$ cat config.mk
export PLATFORM = sky130hd
export DESIGN_NAME = hazard_scoreboard
export DESIGN_NICKNAME = d
export VERILOG_FILES = /design/src/rtl/hazard_scoreboard.sv
export SDC_FILE = /design/constraint.sdc
export NUM_CORES = 1
export LEC_CHECK = 0
export CORE_UTILIZATION = 45
export DETAILED_ROUTE_END_ITERATION = 10
export PLACE_DENSITY = 0.77
export SLEW_MARGIN = 20
export SYNTH_ARGS = -nofsm -noshare
export SYNTH_HDL_FRONTEND = slang
export SYNTH_SLANG_ARGS = --single-unit
export TNS_END_PERCENT = 50
$ cat constraint.sdc
create_clock -name clk -period 4.35 [get_ports clk]
set_clock_uncertainty 0.15 [all_clocks]
set_input_delay 0.87 -clock clk [delete_from_list [all_inputs] [get_ports clk]]
set_output_delay 0.87 -clock clk [all_outputs]
set_load 0.02 [all_outputs]
$ cat src/rtl/hazard_scoreboard.sv
`default_nettype none
// ============================================================================
// Module      : hazard_scoreboard
// Description : Shift-register scoreboard of in-flight GPR writers that
//               produces the decode stall and the D/E-stage bypass selects,
//               plus the HI/LO busy counter and the eret-after-mtc0 interlock.
// Revision    : 1.0 - initial release
// ============================================================================
module hazard_scoreboard #(
    parameter  int NSTAGE    = 3,
    parameter  int MULT_LAT  = 5,
    parameter  int DIV_LAT   = 10,
    parameter  int EPC_STAGE = 1,
    localparam int SW        = $clog2(NSTAGE + 1)
) (
    input  logic          clk,
    input  logic          reset,
    input  logic          d_valid,
    input  logic [4:0]    d_rs,
    input  logic [4:0]    d_rt,
    input  logic [1:0]    d_tuse_rs,
    input  logic [1:0]    d_tuse_rt,
    input  logic [4:0]    d_wra,
    input  logic [1:0]    d_tnew,
    input  logic          d_md,
    input  logic          d_md_start,
    input  logic          d_md_div,
    input  logic          d_mtc0_epc,
    input  logic          d_eret,
    input  logic [4:0]    e_rs,
    input  logic [4:0]    e_rt,
    input  logic          flush,
    output logic          stall,
    output logic [SW-1:0] fwd_rs_d,
    output logic [SW-1:0] fwd_rt_d,
    output logic [SW-1:0] fwd_rs_e,
    output logic [SW-1:0] fwd_rt_e,
    output logic          md_busy
);

    localparam int MAX_LAT = (DIV_LAT > MULT_LAT) ? DIV_LAT : MULT_LAT;
    localparam int CW      = $clog2(MAX_LAT + 1);

    logic [NSTAGE-1:0]      v_q, v_d;
    logic [NSTAGE-1:0]      epc_q, epc_d;
    logic [NSTAGE-1:0][4:0] wra_q, wra_d;
    logic [NSTAGE-1:0][1:0] tnew_q, tnew_d;
    logic [CW-1:0]          md_cnt_q, md_cnt_d;

    logic w_stall_gpr;
    logic w_epc_pending;
    logic w_stall_md;
    logic w_stall_eret;
    logic w_load;
    logic w_md_issue;

    // Stall sources; a Tuse of 3 marks an unused operand and never interlocks.
    always_comb begin
        w_stall_gpr   = 1'b0;
        w_epc_pending = 1'b0;
        for (int k = 0; k < NSTAGE; k++) begin
            if (v_q[k] && wra_q[k] != 5'd0 && wra_q[k] == d_rs &&
                d_tuse_rs != 2'd3 && tnew_q[k] > d_tuse_rs)
                w_stall_gpr = 1'b1;
            if (v_q[k] && wra_q[k] != 5'd0 && wra_q[k] == d_rt &&
                d_tuse_rt != 2'd3 && tnew_q[k] > d_tuse_rt)
                w_stall_gpr = 1'b1;
            if (k <= EPC_STAGE && v_q[k] && epc_q[k])
                w_epc_pending = 1'b1;
        end
        w_stall_md   = d_valid && d_md && (md_cnt_q != '0);
        w_stall_eret = d_valid && d_eret && w_epc_pending;
        stall        = !reset && (w_stall_gpr || w_stall_md || w_stall_eret);
        md_busy      = (md_cnt_q != '0);
    end

    // Walk oldest to youngest so the youngest match wins, ready or not.
    always_comb begin
        fwd_rs_d = '0;
        fwd_rt_d = '0;
        fwd_rs_e = '0;
        fwd_rt_e = '0;
        for (int k = NSTAGE - 1; k >= 0; k--) begin
            if (v_q[k] && wra_q[k] != 5'd0 && wra_q[k] == d_rs)
                fwd_rs_d = (tnew_q[k] == 2'd0) ? SW'(k + 1) : '0;
            if (v_q[k] && wra_q[k] != 5'd0 && wra_q[k] == d_rt)
                fwd_rt_d = (tnew_q[k] == 2'd0) ? SW'(k + 1) : '0;
            if (k >= 1 && v_q[k] && wra_q[k] != 5'd0 && wra_q[k] == e_rs)
                fwd_rs_e = (tnew_q[k] == 2'd0) ? SW'(k + 1) : '0;
            if (k >= 1 && v_q[k] && wra_q[k] != 5'd0 && wra_q[k] == e_rt)
                fwd_rt_e = (tnew_q[k] == 2'd0) ? SW'(k + 1) : '0;
        end
    end

    always_comb begin
        w_load    = d_valid && !stall;
        v_d[0]    = w_load;
        wra_d[0]  = w_load ? d_wra  : 5'd0;
        tnew_d[0] = w_load ? d_tnew : 2'd0;
        epc_d[0]  = w_load && d_mtc0_epc;
        for (int k = 1; k < NSTAGE; k++) begin
            v_d[k]    = v_q[k-1];
            wra_d[k]  = wra_q[k-1];
            tnew_d[k] = (tnew_q[k-1] == 2'd0) ? 2'd0 : tnew_q[k-1] - 2'd1;
            epc_d[k]  = epc_q[k-1];
        end
        if (flush)
            v_d = '0;

        // A running multiply/divide keeps counting across a flush.
        w_md_issue = d_valid && d_md_start && !stall && !flush;
        if (w_md_issue)
            md_cnt_d = d_md_div ? CW'(DIV_LAT) : CW'(MULT_LAT);
        else if (md_cnt_q != '0)
            md_cnt_d = md_cnt_q - CW'(1);
        else
            md_cnt_d = md_cnt_q;
    end

    always_ff @(posedge clk) begin
        if (reset) begin
            v_q      <= '0;
            epc_q    <= '0;
            wra_q    <= '0;
            tnew_q   <= '0;
            md_cnt_q <= '0;
        end else begin
            v_q      <= v_d;
            epc_q    <= epc_d;
            wra_q    <= wra_d;
            tnew_q   <= tnew_d;
            md_cnt_q <= md_cnt_d;
        end
    end

endmodule
`default_nettype wire

==> summary.md <==
| Metric | Value |
|---|---|
| Switching power total | `276 uW` |
| Tot Pwr | `878 uW` |
| Setup TNS | `0 ps` |
| Post-route ant nets | `0` |
| Die height | `71.1 um` |
| Type of the worst setup path | `in2out` |
| Post-DR wirelength/cell | `14.3 um` |
| Final worst path period share | `94.7%` |
| Mapped cell area | `0.00215 mm^2` |
| Fillcell total | `403` |
| Unique masters post-synth | `39` |
| Post-synth top area cell | `dfxtp_1` |
| Multi-input logic area | `0.00144 mm^2` |
| First-pass GRT wire length | `7980 um` |
| DR pass1 iterations | `7` |
| CTS Buf Count | `5` |
| Status | `complete, but fails checks` |
| CTS Buffer Depth | `2` |
| Final WS setup | `229 ps` |
| Reg area | `601 um^2` |
| Number of port buffers | `49` |
| Pre-CTS WS | `10.2 ps` |
| Yosys reg bits | `30` |
| Via density | `5.30` |
| Switching Share | `31.5%` |
| Post-synth EDFFs | `0` |
| Asr flop ratio synth | `0%` |
| Commonest cells after routing, fill and taps aside | `48 x clkdlybuf4s50_1, 30 x dfxtp_1, 27 x xor2_1` |
| TritonCTS clock tree | `yes` |
| Yosys top cell area share | `27.9%` |
| Critical path fanouts, max | `3` |
| Clk pwr share | `25.6%` |
| DIE WIDTH | `71.1 um` |
| Top cells by area, synth | `dfxtp_1 28%, xor2_1 11%, xnor2_1 10%` |
| H-tree level count | `2` |
| Ports | `50` |
| Final Wtd Congestion | `0.847` |
| Largest net degree at the start of global routing | `33` |
| MaxCap Viol Count | `0` |
| Failing checks | `DRC` |
| Leak | `0.00115 uW` |
| Avg Cell Area, Syn | `8.96 um^2` |
| Worst slew pin tran | `403 ps` |
| Final hold viol count | `0` |
| Rows | `24` |
| RSZ-0062 raised after global routing | `no` |
| Fmax | `243 MHz` |
| Hold WC Path Type | `reg2reg` |
| Postcts setup bufs | `0` |
| Register area share after synthesis | `27.9%` |
| Total gr overflow | `0` |
| Die footprint | `0.00506 mm^2` |
| Setup crit end kind | `output pin` |
| Synth-to-Final Area Change | `30.2%` |
| Initial DRC Count | `59` |
| Power Density | `314 mW/mm^2` |
| WL final | `4890 um` |
| Commonest non-fill, non-tap cell in the layout | `clkdlybuf4s50_1` |
| Hpwl dp | `3880 um` |
| Final Max Slew Viols | `0` |
| Latest clock arrival within the worst-skew pair | `280 ps` |
| Clock Root Buffer | `clkbuf_8` |
| Combinational Power Share | `35.9%` |
| Initial Util | `48.0%` |
| CTS Sinks | `30` |
| Critical Path RT | `3330 ps` |
| Clock slew at reported path FFs | `60 ps` |
| Post-layout min period | `4120 ps` |
| Reg power frac | `38.5%` |
| Ys flop type | `dfxtp_1` |
| Internal Power | `601 uW` |
| Setup-failing EPs final | `0` |
| Mapped Cells | `240` |
| Initial antenna violation count | `0` |
| DR DRC count | `4` |
| CP startpoint kind | `primary input` |
| Layout cell share with drive strength beyond 1 | `11.0%` |
| Synth Warn # | `0` |
| Vias | `1818` |
| Max VDD drop | `0.000391 V` |
| Gr usage total | `20.4%` |
| Vias in the first global route | `1750` |
| Core area | `0.00447 mm^2` |
| Antenna cells | `0` |
| Post-Syn Nets | `296` |
| # nets final | `346` |
| Crit path arrival time | `3100 ps` |
| Post-CTS Hold Fix Bufs | `0` |
| Slew margin rel. | `72.9%` |
-- per-stage QoR --
stage | cell area, um^2 | cells | util (%) | hold WS [ps]
after global placement | 2690 | 335 | 60.1 | 260
after detailed placement | 2690 | 335 | 60.1 | 275
after floorplan | 2150 | 240 | - | 247
final | 2800 | 343 | 62.6 | 280
after CTS | 2790 | 343 | 62.3 | 283
after global routing | 2800 | 343 | 62.6 | 296
-- critical path: stages --
cell and delay (ps):
clkdlybuf4s50_1 550, xnor2_1 150, nand3_1 170, nor4_1 430, nor4_1 130, mux2_2 270, clkdlybuf4s50_1 530
-- routing by layer --
| layer | track usage, % | wire length, um | vias up |
|---|---|---|---|
| met5 | 0 | 0 | - |
| met4 | 6.44 | 64 | 0 |
| met2 | 33.5 | 2230 | 53 |
| li1 | - | - | 933 |
| met1 | 26.9 | 2320 | 823 |
| met3 | 4.27 | 281 | 9 |
-- logic make-up (layout without fill, tap and decap cells) --
kind of cell               Yosys count  after routing  synth area share (%)
and+or+nand+nor                     82             82                  22.9
buffers and inverters               28             79                  5.76
muxes                                6              6                  3.14
adders and majority gates           16             16                  9.31
AOI/OAI and AO/OA                   26             26                  9.72
xor gates and xnor gates            52             52                  21.2
DFF                                 30             30                  27.9
-- Yosys cell counts (2+ instances only) --
master,number
clkbuf_1,8
nand2_1,4
nand2b_1,2
buf_6,2
xnor2_1,25
a21oi_1,5
a211oi_1,3
nor4_1,7
nor4bb_1,2
o21ai_0,2
mux2_2,6
or4_4,2
buf_2,3
a22o_1,3
nor3b_1,10
inv_1,15
a22oi_1,2
nor2b_1,15
ha_1,16
nor2_1,13
nor3_1,13
dfxtp_1,30
a222oi_1,2
xor2_1,27
nand3_1,7
a31o_2,2
or3_1,2
-- registers in the layout, summed over array words and instances, names as in the netlist --
signal,flops
wra_d,10
tnew_q,6
epc_q,2
md_cnt_q,4
v_q,3
wra_q,5
-- cell type report --
| type | count | area share (%) |
|---|---|---|
| multi-input combinational | 182 | 51.5 |
| timing repair buffer | 56 | 19.5 |
| tap | 52 | 2.32 |
| clock buffer | 7 | 3.08 |
| inverter | 15 | 2.01 |
| clock inverter | 1 | 0.179 |
| sequential | 30 | 21.5 |
-- path summary, 6_finish.rpt --
check                        from                  endpoint  slack [ps]  cells after the start
max                       d_rs[1]               fwd_rs_d[0]         230                      7
min          tnew_q[0]$_SDFF_PP0_      tnew_q[2]$_SDFF_PP0_         280                      1
max reg2reg   wra_d[6]$_SDFF_PP0_  md_cnt_q[3]$_SDFFE_PP0P_        1770                      7
min reg2reg  tnew_q[0]$_SDFF_PP0_      tnew_q[2]$_SDFF_PP0_         280                      1
-- power groups by stage --
stage | Clock (uW) | Sequential (uW) | Combinational [uW]
CTS | 231 | 338 | 317
global route | 245 | 342 | 350
finish | 225 | 338 | 315
floorplan | 0 | 328 | 222
detailed placement | 0 | 344 | 313
global placement | 0 | 342 | 308
-- what timing repair did --
action                                  4_1_cts  5_1_grt
endpoints found under the hold margin         0        0
gates resized for setup                       1        2
endpoints found under the setup margin        1        1
Power figures use the tool's default switching activity.
